$ cat config.mk
export PLATFORM = sky130hd
export DESIGN_NAME = serial_word_tx
export DESIGN_NICKNAME = d
export VERILOG_FILES = /design/src/rtl/serial_tx_pkg.sv /design/src/rtl/serial_tx_testpat.sv /design/src/rtl/serial_word_tx.sv
export SDC_FILE = /design/constraint.sdc
export NUM_CORES = 1
export LEC_CHECK = 0
export ABC_CLOCK_PERIOD_IN_PS = 1900
export BUFFER_PORTS_ARGS = -buffer_cell sky130_fd_sc_hd__clkbuf_2
export CAP_MARGIN = 20
export CORE_ASPECT_RATIO = 0.75
export CORE_MARGIN = 2
export CORE_UTILIZATION = 40
export DETAILED_ROUTE_END_ITERATION = 10
export PLACE_DENSITY = 0.64
export SYNTH_ARGS = -nofsm -noshare
export SYNTH_HDL_FRONTEND = slang
export SYNTH_SLANG_ARGS = --single-unit
$ cat constraint.sdc
create_clock -name clk105 -period 1.9 [get_ports clk105]
set_input_delay 0.19 -clock clk105 [delete_from_list [all_inputs] [get_ports clk105]]
set_output_delay 0.19 -clock clk105 [all_outputs]
set_load 0.01 [all_outputs]
$ cat src/rtl/serial_tx_pkg.sv
// Shared types and defaults for the serial word transmitter.
// Holds the FSM state encoding and the default DATA_W / IDLE_GAP values.
package serial_tx_pkg;

    localparam int DEF_DATA_W   = 16;
    localparam int DEF_IDLE_GAP = 2;

    typedef enum logic [1:0] {
        ST_IDLE  = 2'd0,
        ST_SHIFT = 2'd1,
        ST_GAP   = 2'd2
    } state_t;

endpackage

$ cat src/rtl/serial_tx_testpat.sv
// Ramp word generator for the transmitter test-pattern mode.
// Ports: clk105, reset (sync, active-low), i_inc (advance ramp), o_ramp.
module serial_tx_testpat
    import serial_tx_pkg::*;
#(
    parameter int DATA_W = DEF_DATA_W
) (
    input  logic              clk105,
    input  logic              reset,
    input  logic              i_inc,
    output logic [DATA_W-1:0] o_ramp
);

    logic [DATA_W-1:0] r_ramp;

    // Natural wrap from all-ones back to zero.
    always_ff @(posedge clk105) begin
        if (!reset) begin
            r_ramp <= '0;
        end else if (i_inc) begin
            r_ramp <= r_ramp + DATA_W'(1);
        end
    end

    assign o_ramp = r_ramp;

endmodule

$ cat src/rtl/serial_word_tx.sv
// Parallel-to-serial word transmitter: MSB first, cs_n framed, idle gap.
// Ports: clk105, reset (sync, active-low), tx_data/tx_valid/tx_ready
// handshake, sdo, cs_n, busy, frame_done. Defining SERIAL_TX_TESTPAT_EN
// adds input test_mode, which sends a free-running ramp word instead.
module serial_word_tx
    import serial_tx_pkg::*;
#(
    parameter int DATA_W   = DEF_DATA_W,
    parameter int IDLE_GAP = DEF_IDLE_GAP
) (
    input  logic              clk105,
    input  logic              reset,
`ifdef SERIAL_TX_TESTPAT_EN
    input  logic              test_mode,
`endif
    input  logic [DATA_W-1:0] tx_data,
    input  logic              tx_valid,
    output logic              tx_ready,
    output logic              sdo,
    output logic              cs_n,
    output logic              busy,
    output logic              frame_done
);

    localparam int CNT_W = $clog2(DATA_W);

    state_t            r_state;
    state_t            w_state_nxt;
    logic [DATA_W-1:0] r_shreg;
    logic [DATA_W-1:0] w_shreg_nxt;
    logic [CNT_W-1:0]  r_bitcnt;
    logic [CNT_W-1:0]  w_bitcnt_nxt;
    logic [3:0]        r_gapcnt;
    logic [3:0]        w_gapcnt_nxt;
    logic              w_tp_sel;
    logic [DATA_W-1:0] w_load_word;

`ifdef SERIAL_TX_TESTPAT_EN
    logic [DATA_W-1:0] w_ramp;
    logic              r_tp_frame;
    logic              w_ramp_inc;

    assign w_tp_sel    = test_mode;
    assign w_load_word = test_mode ? w_ramp : tx_data;
    // Only frames launched from the ramp advance it; a frame
    // completes even if test_mode drops while it is in flight.
    assign w_ramp_inc  = frame_done & r_tp_frame;

    always_ff @(posedge clk105) begin
        if (!reset) begin
            r_tp_frame <= 1'b0;
        end else if (r_state == ST_IDLE) begin
            r_tp_frame <= test_mode;
        end
    end

    serial_tx_testpat #(
        .DATA_W (DATA_W)
    ) u_testpat (
        .clk105 (clk105),
        .reset  (reset),
        .i_inc  (w_ramp_inc),
        .o_ramp (w_ramp)
    );
`else
    assign w_tp_sel    = 1'b0;
    assign w_load_word = tx_data;
`endif

    always_ff @(posedge clk105) begin
        if (!reset) begin
            r_state  <= ST_IDLE;
            r_shreg  <= '0;
            r_bitcnt <= '0;
            r_gapcnt <= '0;
        end else begin
            r_state  <= w_state_nxt;
            r_shreg  <= w_shreg_nxt;
            r_bitcnt <= w_bitcnt_nxt;
            r_gapcnt <= w_gapcnt_nxt;
        end
    end

    always_comb begin
        w_state_nxt  = r_state;
        w_shreg_nxt  = r_shreg;
        w_bitcnt_nxt = r_bitcnt;
        w_gapcnt_nxt = r_gapcnt;
        tx_ready     = 1'b0;
        cs_n         = 1'b1;
        sdo          = 1'b0;
        busy         = 1'b1;
        frame_done   = 1'b0;
        unique case (r_state)
            ST_IDLE: begin
                busy     = 1'b0;
                tx_ready = ~w_tp_sel;
                if (w_tp_sel || tx_valid) begin
                    w_shreg_nxt  = w_load_word;
                    w_bitcnt_nxt = CNT_W'(DATA_W - 1);
                    w_state_nxt  = ST_SHIFT;
                end
            end
            ST_SHIFT: begin
                cs_n        = 1'b0;
                sdo         = r_shreg[DATA_W-1];
                w_shreg_nxt = {r_shreg[DATA_W-2:0], 1'b0};
                if (r_bitcnt == '0) begin
                    w_gapcnt_nxt = 4'(IDLE_GAP - 1);
                    w_state_nxt  = ST_GAP;
                end else begin
                    w_bitcnt_nxt = r_bitcnt - CNT_W'(1);
                end
            end
            ST_GAP: begin
                // Gap counter is loaded with IDLE_GAP-1, so that value
                // marks the first gap cycle.
                frame_done = (r_gapcnt == 4'(IDLE_GAP - 1));
                if (r_gapcnt == 4'd0) begin
                    w_state_nxt = ST_IDLE;
                end else begin
                    w_gapcnt_nxt = r_gapcnt - 4'd1;
                end
            end
            default: begin
                w_state_nxt = ST_IDLE;
            end
        endcase
    end

endmodule

==> flow_summary.toml <==
[clock_tree]
cts_setup_buffers = 0
clock_latency_ps = 270
cts_resized = 0
clk_pin_slew_worst_paths_ps = 90
cts_tree = "built"
h-tree-depth = 1
numCtsBuffers = 3
clockBufferDepth = 2
cts_hold_buf = 0
cts_sinks = 26
cts-root-buf = "clkbuf_8"

[worst_setup_path]
arrival_ps = 1850
critPathRequiredTime_ps = 2050
cpLargestDelayFamily = "simple AND/OR/NAND/NOR gates"
worstPathCellList = "inv_1 > ha_1 > or3b_2 > o21ai_0 > a21oi_1"
slowest_stage = "or3b_2"
cpPeakStageDelay_ps = 510
crit_type = "flop to flop"
critPathMaxFanout = 5
crit_buf_inv = 1
cp-start-kind = "flop"
reg2reg_depth = 5
end_kind = "flop"
crit_cells = 5

[routing]
drc = 0
drtIter0Drc = 55
first_pass_iters = 6
routedWlPerCell_um = 12.5
viasPerCell = 5.33
antenna_left = 0
dr_total_vias = 1124
detail_route.wirelength_mm = 2.64

[cells_and_area]
syn2layout_area_growth_pct = 15.6
final_cells = 211
fillers = 294
n_antenna_cell = 0
drive_gt1_frac = 0.214
final_nets = 196
fin_area_sq_mm = 0.00144
regArea_sq_um = 520
multi_input_area_sq_um = 641

[logic_synthesis]
ys_types = 35
syn_nets = 175
synthesis.area_sq_mm = 0.00125
syn_inst = 153
ys_warn_count = 0
ys_ff_latch = 26
yosysSeqAreaShare = 0.417
avgSynthCellArea_sq_um = 8.16

[placed_design]
placed_area_sq_mm = 0.00137
dp_cells = 207
place_ws_ps = 236
place_hpwl_mm = 1.80
port_buffers = 23
routabilityCongestion = 0.760

[grt]
grt_first_pass_wirelength_mm = 4.59
grt_max_degree = 33
track_usage = 0.171
overflow = 0
grt_pass1_vias = 1011
grt_antenna_before_repair = 0

[timing]
fin_skew_ps = 3.72
fmax_mhz = 591
min_period_ps = 1690
setup_violations = 0
slew_headroom = 0.661
setup_slack_ps = 208
drv_slew = 0
final_hold_viol_count = 0
worstMarginPinSlew_ps = 505
setup_tns_ps = 0
rsz0062_at_grt = "false"
min_period_over_period = 0.891

[pwr]
pwr-share-clk = 0.326
p_sw_uw = 383
combinationalPowerShare = 0.205
p_int_uw = 1010
pwr-share-seq = 0.469
p_per_area_mw_per_mm2 = 966
irDropWorstVdd_mv = 0.520
power.leakage_uw = 0.000602
p_sw_frac = 0.275

[die]
fp-row-count = 17
core_region_area_sq_mm = 0.00296
die_h_um = 52.4
die_area_sq_mm = 0.00359
io_pins = 24
start_util = 0.422
die_x_um = 68.5

[worst_hold_path]
hold_class = "input pin to flop"
min_path_cells = 3

[status]
status = "complete, no violations"

[flow_run]
drv_cap = 0
layout make-up:
cell class	count	share of cell area
Multi-Input combinational cell	109	0.444
Sequential cell	26	0.360
Timing Repair Buffer	25	0.0901
Tap cell	38	0.0329
Clock buffer	3	0.0286
Inverter	9	0.0234
Clock inverter	1	0.0208
registers in the layout (all words and copies together), names as in the netlist:
name      flops
r_bitcnt      4
r_gapcnt      4
r_state       2
r_shreg      16
cells in the mapped netlist:
cell / number / area (sq um)
or2_2: 1 / 6.26
buf_6: 1 / 11.3
clkbuf_1: 2 / 7.51
and2b_2: 2 / 17.5
nand2b_1: 1 / 6.26
or3b_2: 1 / 8.76
nand3_1: 1 / 5.00
a21oi_1: 6 / 30.0
clkinv_1: 1 / 3.75
o31ai_1: 1 / 7.51
nand2b_4: 1 / 13.8
buf_2: 4 / 20.0
o21ai_0: 5 / 25.0
a311oi_1: 15 / 131
inv_1: 7 / 26.3
o22ai_1: 1 / 6.26
o311a_1: 1 / 10.0
buf_4: 2 / 15.0
nor2_1: 17 / 63.8
a211oi_1: 2 / 15.0
ha_1: 3 / 37.5
and2_1: 2 / 12.5
nor3_1: 1 / 5.00
o21ba_2: 2 / 20.0
nand2_1: 33 / 124
dfxtp_1: 26 / 521
inv_2: 1 / 3.75
nor4b_1: 1 / 8.76
a31oi_1: 2 / 12.5
nand4b_1: 1 / 8.76
o21bai_1: 1 / 7.51
or3_1: 3 / 18.8
nor3b_1: 3 / 22.5
or4_1: 1 / 7.51
o41ai_1: 1 / 8.76
power by group through the flow:
stage                     clock network (uW)  logic, uW  registers (uW)
final                                    455        286             653
after global routing                     491        330             663
after CTS                                462        288             653
after detailed placement                   0        287             665
after global placement                     0        277             661
after floorplan                            0        224             653
metrics by stage:
step / hold slack, ps / total power (uW) / utilization
after CTS: 152 / 1400 / 0.488
after detailed placement: 446 / 952 / 0.464
after floorplan: 306 / 877 / -
final: 144 / 1390 / 0.488
after global placement: 444 / 938 / 0.464
after global routing: 153 / 1480 / 0.488
cells in the final DEF (no fill, tap or decap), types with 2 or more instances in the layout:
cell      Yosys  final
nor3b_1       3      3
nand2_1      33     33
o21ba_2       2      2
a211oi_1      2      2
inv_1         7      7
ha_1          3      3
nor2_1       17     17
a311oi_1     15     15
a31oi_1       2      2
and2_1        2      2
buf_4         2      2
o21ai_0       5      5
and2b_2       2      2
dfxtp_1      26     26
clkbuf_2      0     23
clkbuf_8      0      3
a21oi_1       6      6
or3_1         3      3
logic make-up after synthesis:
group / after synthesis / share of synthesized area
and+or+nand+nor: 69 / 0.264
AOI/OAI and AO/OA: 37 / 0.219
DFF: 26 / 0.417
buffers and inverters: 18 / 0.0701
adders and majority gates: 3 / 0.0301
worst register-to-register path: stages (launching register included):
cell and delay [ps]:
dfxtp_1 360, inv_1 70, ha_1 220, or3b_2 510, o21ai_0 330, a21oi_1 80
layer usage:
metal	GRT usage	share of wire
met1	0.226	0.51
met4	0.0733	0.013
met3	0.0495	0.043
met5	0	0
met2	0.256	0.43
path summary, 6_finish.rpt:
check | from | endpoint | slack [ps]
min | tx_data[0] | r_shreg[0]$_SDFFE_PN0P_ | 140
max | r_bitcnt[0]$_SDFFE_PN0P_ | r_gapcnt[2]$_SDFFE_PN0P_ | 210
max reg2reg | r_bitcnt[0]$_SDFFE_PN0P_ | r_gapcnt[2]$_SDFFE_PN0P_ | 210
min reg2reg | r_shreg[0]$_SDFFE_PN0P_ | r_shreg[0]$_SDFFE_PN0P_ | 480
Power figures use the tool's default switching activity.
